[config.mk]
export PLATFORM = sky130hd
export DESIGN_NAME = a2d_scan_ctrl
export DESIGN_NICKNAME = d
export VERILOG_FILES = /design/src/rtl/a2d_scan_ctrl.sv
export SDC_FILE = /design/constraint.sdc
export NUM_CORES = 1
export LEC_CHECK = 0
export ABC_AREA = 1
export BUFFER_PORTS_ARGS = -buffer_cell sky130_fd_sc_hd__buf_4
export CAP_MARGIN = 25
export CORE_UTILIZATION = 40
export DETAILED_ROUTE_END_ITERATION = 12
export GPL_TIMING_DRIVEN = 0
export PLACE_DENSITY = 0.65
export SLEW_MARGIN = 15
export SYNTH_ARGS = -nofsm -noshare
export SYNTH_HDL_FRONTEND = slang
export SYNTH_SLANG_ARGS = --single-unit
[constraint.sdc]
create_clock -name clk -period 4.1 [get_ports clk]
set_clock_uncertainty 0.15 [all_clocks]
set_input_delay 0.205 -clock clk [delete_from_list [all_inputs] [get_ports clk]]
set_output_delay 0.205 -clock clk [all_outputs]
set_load 0.005 [all_outputs]
[src/rtl/a2d_scan_ctrl.sv]
// SPI master for an ADC128S-style A2D: scans channels round-robin
// and keeps the latest 12-bit result of each one for a host read port.
module a2d_scan_ctrl #(
    parameter int SCLK_DIV = 32,
    parameter int NUM_CH   = 8,
    parameter int SCAN_GAP = 16
) (
    input  logic        clk,
    input  logic        rst_n,
    input  logic        en,
    output logic        SS_n,
    output logic        SCLK,
    output logic        MOSI,
    input  logic        MISO,
    input  logic [2:0]  rd_chnl,
    output logic [11:0] rd_data,
    output logic [7:0]  res_vld,
    output logic        scan_done
);

    localparam int HALF = SCLK_DIV / 2;
    localparam int CMAX = (SCLK_DIV > SCAN_GAP) ? SCLK_DIV : SCAN_GAP;
    localparam int CW   = $clog2(CMAX);

    typedef enum logic [1:0] {IDLE, SHIFT, BACK, GAP} state_t;

    state_t      r_state;
    state_t      w_nxt;
    logic [CW-1:0] r_cnt;
    logic [3:0]  r_bit;
    logic [14:0] r_tx;
    logic [11:0] r_rx;
    logic [2:0]  r_chnl;
    logic [2:0]  r_prv;
    logic        r_first;
    logic        r_ss_n;
    logic        r_sclk;
    logic        r_mosi;
    logic        r_done;
    logic [7:0]  r_vld;
    logic [11:0] r_res [8];

    logic        w_start;
    logic        w_rise;
    logic        w_fall;
    logic        w_end;
    logic        w_back_end;
    logic        w_cnt_half;
    logic        w_cnt_last;
    logic        w_gap_last;
    logic [15:0] w_cmd;

    assign w_cmd      = {2'b00, r_chnl, 11'b0};
    assign w_cnt_half = (r_cnt == CW'(HALF - 1));
    assign w_cnt_last = (r_cnt == CW'(SCLK_DIV - 1));
    assign w_gap_last = (r_cnt == CW'(SCAN_GAP - 1));

    always_ff @(posedge clk or negedge rst_n) begin
        if (!rst_n) r_state <= IDLE;
        else        r_state <= w_nxt;
    end

    always_comb begin
        w_nxt      = r_state;
        w_start    = 1'b0;
        w_rise     = 1'b0;
        w_fall     = 1'b0;
        w_end      = 1'b0;
        w_back_end = 1'b0;
        unique case (r_state)
            IDLE: begin
                if (en) begin
                    w_nxt   = SHIFT;
                    w_start = 1'b1;
                end
            end
            SHIFT: begin
                w_rise = w_cnt_half;
                if (w_cnt_last) begin
                    if (r_bit == 4'd15) begin
                        w_nxt = BACK;
                        w_end = 1'b1;
                    end else begin
                        w_fall = 1'b1;
                    end
                end
            end
            BACK: begin
                if (w_cnt_half) begin
                    w_nxt      = GAP;
                    w_back_end = 1'b1;
                end
            end
            GAP: begin
                if (w_gap_last) begin
                    if (en) begin
                        w_nxt   = SHIFT;
                        w_start = 1'b1;
                    end else begin
                        w_nxt = IDLE;
                    end
                end
            end
            default: w_nxt = IDLE;
        endcase
    end

    always_ff @(posedge clk or negedge rst_n) begin
        if (!rst_n) begin
            r_cnt   <= '0;
            r_bit   <= '0;
            r_tx    <= '0;
            r_rx    <= '0;
            r_chnl  <= '0;
            r_prv   <= '0;
            r_first <= 1'b1;
            r_ss_n  <= 1'b1;
            r_sclk  <= 1'b1;
            r_mosi  <= 1'b0;
            r_done  <= 1'b0;
            r_vld   <= '0;
            for (int i = 0; i < 8; i++) r_res[i] <= '0;
        end else begin
            r_done <= 1'b0;
            if (w_start || w_fall || w_end || w_back_end || r_state == IDLE)
                r_cnt <= '0;
            else
                r_cnt <= r_cnt + CW'(1);
            // Period 1 falls together with SS_n; its edge shifts nothing.
            if (w_start) begin
                r_tx   <= w_cmd[14:0];
                r_mosi <= w_cmd[15];
                r_ss_n <= 1'b0;
                r_sclk <= 1'b0;
                r_bit  <= '0;
            end
            if (w_fall) begin
                r_tx   <= {r_tx[13:0], 1'b0};
                r_mosi <= r_tx[14];
                r_sclk <= 1'b0;
                r_bit  <= r_bit + 4'd1;
            end
            if (w_rise) begin
                r_sclk <= 1'b1;
                r_rx   <= {r_rx[10:0], MISO};
            end
            if (w_end) begin
                if (!r_first) begin
                    r_res[r_prv] <= r_rx;
                    r_vld[r_prv] <= 1'b1;
                    r_done       <= (r_prv == 3'(NUM_CH - 1));
                end
                r_first <= 1'b0;
                r_prv   <= r_chnl;
                r_chnl  <= (r_chnl == 3'(NUM_CH - 1)) ? 3'd0 : r_chnl + 3'd1;
            end
            if (w_back_end)
                r_ss_n <= 1'b1;
            // Pipelined protocol: the first frame after idling returns stale data.
            if (r_state == GAP && w_gap_last && !en)
                r_first <= 1'b1;
        end
    end

    assign SS_n      = r_ss_n;
    assign SCLK      = r_sclk;
    assign MOSI      = r_mosi;
    assign res_vld   = r_vld;
    assign scan_done = r_done;
    assign rd_data   = ({1'b0, rd_chnl} < 4'(NUM_CH)) ? r_res[rd_chnl] : 12'h000;

endmodule

==> results.json, run 1 <==
{
  "p_int_mw": 2.45,
  "p_leak_nw": 4.60,
  "worstPathMaxFanout": 8,
  "wl_per_cell_um": 16.0,
  "dp_hpwl_um": 13500,
  "netlist_instances": 938,
  "syn_avg_cell_area_um2": 7.66,
  "ir_drop_uv": 346,
  "area_growth_pct": 15.6,
  "critPathMaxStageDelay_ns": 0.39,
  "seq_area_mm2": 0.00356,
  "fin_ws_ns": 1.76,
  "fin_setup_tns_ns": 0,
  "nFillCells": 1736,
  "swShare_pct": 24.6,
  "synth_cell_types": 27,
  "p_per_area_mw_per_mm2": 391,
  "synth_seq_cells": 142,
  "first_pass_iters": 5,
  "clockBufferDepth": 2,
  "crit_start": "r_cnt[0]",
  "routed-via-count": 6300,
  "async_reset_ff_share_pct": 100,
  "die_width_um": 136,
  "finalSetupViolations": 0,
  "cts-root-buf": "clkbuf_16",
  "cts_made_buffers": 17,
  "grt_pass1_vias": 6093,
  "ys_seq_area_share_pct": 49.5,
  "cts_tree": "yes",
  "gp_congestion": 0.828,
  "grt_max_degree": 98,
  "final_cells": 1227,
  "vias_per_cell": 5.13,
  "initial_core_util_pct": 41.3,
  "critPathCaptureType": "flop",
  "fp.coreArea_mm2": 0.0174,
  "path_cells": "ha_1, and3_1, ha_1, nand2_1, inv_1, nand2_1, nand2_2, inv_2, nand2_1, nor2_1",
  "rsz0062_at_grt": "false",
  "cts_max_level": 4,
  "p_switching_uw": 799,
  "yosysTopAreaCell": "dfrtp_1",
  "layout-drive-gt1-share_pct": 9.98,
  "multi_input_area_mm2": 0.00306,
  "yosys_warnings": 0,
  "postLayoutCoreUtil_pct": 47.7,
  "antenna_left": 0,
  "grt_overflow_total": 0,
  "cts.sinks": 142,
  "cts_setup_buffers": 0,
  "drt_iter0_drc": 512,
  "total_power_mw": 3.25,
  "maxSlewViolCount": 0,
  "p_comb_share_pct": 8.5,
  "worstReg2RegStart": "r_cnt[0]",
  "fin_crit_sh_pct": 57.1,
  "worst_pin_slew_ns": 0.908,
  "io_pins": 31,
  "fin_area_mm2": 0.00831,
  "syn-num-nets": 956,
  "port_buffers": 29,
  "clkLatencyLatePin_ns": 0.43,
  "critPathMostFrequentCell": "nand2_1",
  "post-route-min-period_ns": 2.34,
  "die_h_um": 136,
  "worst_setup_path_start_kind": "flop",
  "track_usage_pct": 22.9,
  "p_clk_share_pct": 46.4,
  "synth_most_common_cell": "nand2_1",
  "status": "finished, final reports clean",
  "wl_um": 19700,
  "drv_cap": 0,
  "dp_cells": 1193,
  "rows": 48,
  "cp.required_ns": 4.30,
  "grt_pass1_wl_um": 32000,
  "cp.arrival_ns": 2.54,
  "placed_area_mm2": 0.00772,
  "hold-worst-slack_ns": 0.117,
  "hold_path_class": "input pin to asynchronous set/reset pin",
  "crit_buf_inv": 2,
  "clock.fmax_mhz": 427,
  "drc": 0,
  "synth_flop_cell": "dfrtp_1",
  "syn_area_mm2": 0.00719,
  "clkSlewWorstSetupHoldPaths_ns": 0.06,
  "synth-edff-count": 0,
  "dp_slack_ns": 1.75,
  "synthTopCellsByArea": "dfrtp_1 48%, nand2_1 25%, nand4_1 8.4%",
  "slowest_stage": "dfrtp_1",
  "fin_nets": 1008,
  "critPathTopFamily": "simple AND/OR/NAND/NOR gates",
  "p_seq_share_pct": 45.1,
  "hold_viol": 0,
  "yosys-top-cells-count": "483 x nand2_1, 139 x dfrtp_1, 97 x nand4_1",
  "antenna_cells": 0,
  "synth_top_area_share_pct": 48.4,
  "die_area_mm2": 0.0185,
  "path_class": "flop to flop",
  "antenna_found_initial": 0,
  "relSlewSlack_pct": 39.4
}
final timing paths:
check,to,slack [ns],cells after the start
max in group asynchronous,SS_n,2.87,3
min in group clk,res_vld[6],0.31,2
worst max register to register,r_cnt[1],1.76,10
worst min register to register,res_vld[6],0.31,2
worst min-delay path,res_vld[2],0.12,2
worst max-delay path,r_cnt[1],1.76,10
power groups by stage:
stage	Sequential (mW)	Combinational (mW)	Clock, mW
global placement	1.49	0.269	0
global route	1.47	0.325	1.58
detailed placement	1.49	0.278	0
floorplan	1.48	0.184	0
finish	1.46	0.277	1.51
CTS	1.46	0.282	1.53
worst register-to-register path, stage by stage (launching register included):
cell	delay, ns
dfrtp_1	0.39
ha_1	0.23
and3_1	0.21
ha_1	0.21
nand2_1	0.19
inv_1	0.10
nand2_1	0.20
nand2_2	0.15
inv_2	0.15
nand2_1	0.15
nor2_1	0.13
repair_timing:
action,in CTS,in global routing
hold endpoints to repair,61,0
hold buffers,3,0
resized for setup,0,0
routing by layer:
metal,global-route usage (%),vias up,share of wire (%)
li1,-,3104,-
met1,30.8,2929,46
met2,34.8,230,44
met3,5.78,37,7.1
met4,10.1,0,3.5
met5,0,-,0
layout make-up:
type | count | area share [%]
Tap cell | 225 | 3.39
Clock buffer | 25 | 5.72
Clock inverter | 6 | 1.02
Timing Repair Buffer | 33 | 3.40
Inverter | 53 | 2.39
Sequential cell | 142 | 42.8
Buffer | 69 | 4.47
Multi-Input combinational cell | 674 | 36.8
layout by cell type (no fill, tap or decap), types with 11 or more instances in the layout:
| cell type | instances |
|---|---|
| buf_1 | 14 |
| buf_2 | 14 |
| buf_4 | 31 |
| clkbuf_1 | 34 |
| clkbuf_16 | 17 |
| dfrtp_1 | 139 |
| ha_1 | 11 |
| inv_1 | 51 |
| nand2_1 | 483 |
| nand3_1 | 28 |
| nand4_1 | 97 |
| nor2_1 | 21 |
sequential cells by signal, summed over array words and instances (netlist names), 3 cells and up:
register,count
r_rx,12
r_cnt,5
r_tx,4
res_vld,8
r_chnl,3
r_prv,3
r_bit,4
r_res,96
kinds of logic after synthesis:
| family | after synthesis | share of synthesized area [%] |
|---|---|---|
| compound gates | 14 | 1.01 |
| xor+xnor | 3 | 0.366 |
| fa+ha+maj | 11 | 1.91 |
| buf+inv | 122 | 7.94 |
| flops | 142 | 49.5 |
| mux | 10 | 1.57 |
| simple gates | 636 | 37.7 |
(Power assumes the default switching activity.)
==> inputs of run 2 (changes only) <==
--- a/config.mk
+++ b/config.mk
@@ -11,7 +11,7 @@
 export CORE_UTILIZATION = 40
 export DETAILED_ROUTE_END_ITERATION = 12
 export GPL_TIMING_DRIVEN = 0
-export PLACE_DENSITY = 0.65
+export PLACE_DENSITY = 0.67
 export SLEW_MARGIN = 15
 export SYNTH_ARGS = -nofsm -noshare
 export SYNTH_HDL_FRONTEND = slang
==> constraint.sdc (replaced) <==
create_clock -name clk -period 1.9 [get_ports clk]
set_clock_uncertainty 0.15 [all_clocks]
set_input_delay 0.095 -clock clk [delete_from_list [all_inputs] [get_ports clk]]
set_output_delay 0.095 -clock clk [all_outputs]
set_load 0.005 [all_outputs]
==> results.json, run 2 (synthesis results as in run 1) <==
{
  "worst_setup_path_start_kind": "flop",
  "die_area_mm2": 0.0185,
  "antenna_cells": 0,
  "clock.fmax_mhz": 501,
  "p_per_area_mw_per_mm2": 811,
  "fp.coreArea_mm2": 0.0174,
  "grt_pass1_vias": 6180,
  "first_pass_iters": 5,
  "ir_drop_uv": 571,
  "dp_slack_ns": -0.329,
  "vias_per_cell": 5.25,
  "fin_nets": 1034,
  "hold_viol": 0,
  "p_leak_nw": 4.86,
  "violations": "setup timing",
  "clockBufferDepth": 2,
  "fin_ws_ns": -0.0941,
  "track_usage_pct": 24.0,
  "fin_crit_sh_pct": 105,
  "drt_iter0_drc": 574,
  "worstPathMaxFanout": 6,
  "cts.sinks": 142,
  "initial_core_util_pct": 41.3,
  "final_common_cell": "nand2_1",
  "hold-worst-slack_ns": 0.0213,
  "finalSetupViolations": 81,
  "dp_hpwl_um": 13400,
  "grt_max_degree": 89,
  "antenna_left": 0,
  "worst_pin_slew_ns": 0.924,
  "regMostFlops": "r_res",
  "status": "complete, but fails checks",
  "fin_area_mm2": 0.00901,
  "cp.arrival_ns": 2.16,
  "layout-drive-gt1-share_pct": 19.1,
  "fin_setup_tns_ns": -4.56,
  "wl_um": 20600,
  "cp.required_ns": 2.07,
  "rsz0062_at_grt": "true",
  "relSlewSlack_pct": 38.4,
  "hold_path_class": "input pin to asynchronous set/reset pin",
  "routed-via-count": 6579,
  "gp_congestion": 0.847,
  "drv_cap": 0,
  "io_pins": 31,
  "cts-root-buf": "clkbuf_16",
  "placed_area_mm2": 0.00773,
  "post-route-min-period_ns": 1.99,
  "rows": 48,
  "postLayoutCoreUtil_pct": 51.7,
  "cts_made_buffers": 17,
  "largest_reg_flops": 96,
  "maxSlewViolCount": 0,
  "area_growth_pct": 25.3,
  "cts_max_level": 4,
  "die_h_um": 136,
  "path_class": "flop to flop",
  "drc": 0,
  "antenna_found_initial": 0,
  "die_width_um": 136,
  "cts_tree": "yes",
  "grt_overflow_total": 0,
  "clkSlewWorstSetupHoldPaths_ns": 0.06,
  "grt_pass1_wl_um": 33200,
  "port_buffers": 29,
  "clkLatencyLatePin_ns": 0.43,
  "final_cell_mix": "437 x nand2_1, 139 x dfrtp_1, 97 x nand4_1",
  "critPathCaptureType": "flop",
  "wl_per_cell_um": 16.5
}
## run 2: layout make-up
class | instances | area, um^2
timing repair buffer | 59 | 623
fill | 1629 | 8410
clock inverter | 13 | 163
sequential | 142 | 3560
buffer | 69 | 444
inverter | 53 | 208
clock buffer | 18 | 439
multi-input combinational | 674 | 3290
tap | 225 | 282
## run 2: worst paths after layout
| kind | from | endpoint | slack [ns] | cells after the start |
|---|---|---|---|---|
| setup / recovery | r_cnt[1] | r_res[78] | -0.09 | 11 |
| hold / removal | rst_n | res_vld[2] | 0.02 | 2 |
| setup reg to reg | r_cnt[1] | r_res[78] | -0.09 | 11 |
| hold reg to reg | SS_n | SS_n | 0.31 | 2 |
| max in group asynchronous | rst_n | r_first | 0.77 | 3 |
| min in group clk | en | r_first | 0.26 | 3 |
## run 2: critical path: stages (launching register included)
cell and delay, ns:
dfrtp_1 0.36, ha_2 0.18, and3_4 0.20, ha_4 0.15, nand2_4 0.06, nor2_4 0.12, buf_12 0.15, buf_6 0.10
nand3_4 0.10, buf_6 0.18, nand2_1 0.05, nand2_1 0.05
## run 2: metrics by stage
stage               instances  power, mW
floorplan                 938       3.60
finish                   1253       7.30
detailed placement       1193       3.82
global route             1253       7.61
global placement         1192       3.79
CTS                      1252       7.31
## run 2: layer usage
| metal | up-vias | track usage (%) | part of all wire [%] |
|---|---|---|---|
| met2 | 253 | 36.7 | 45 |
| li1 | 3162 | - | - |
| met4 | 0 | 8.83 | 2.9 |
| met5 | - | 0 | 0 |
| met3 | 41 | 4.59 | 7.2 |
| met1 | 3123 | 33.5 | 45 |
## run 2: repair_timing
action / in CTS / in global routing
setup buffers: 13 / 5
pin swaps: 26 / 12
cloned: 12 / 0
endpoints found under the setup margin: 132 / 134
hold buffers: 3 / 0
resized for setup: 71 / 55
hold endpoints to repair: 146 / 0
## run 2: report_power, final
group          total (mW)  switching, mW  internal (mW)  leakage, nW
registers            3.16         0.0622           3.09         1.96
clock network        3.43           1.34           2.09        0.289
logic               0.715          0.460          0.255         2.60
total                7.30           1.86           5.44         4.86
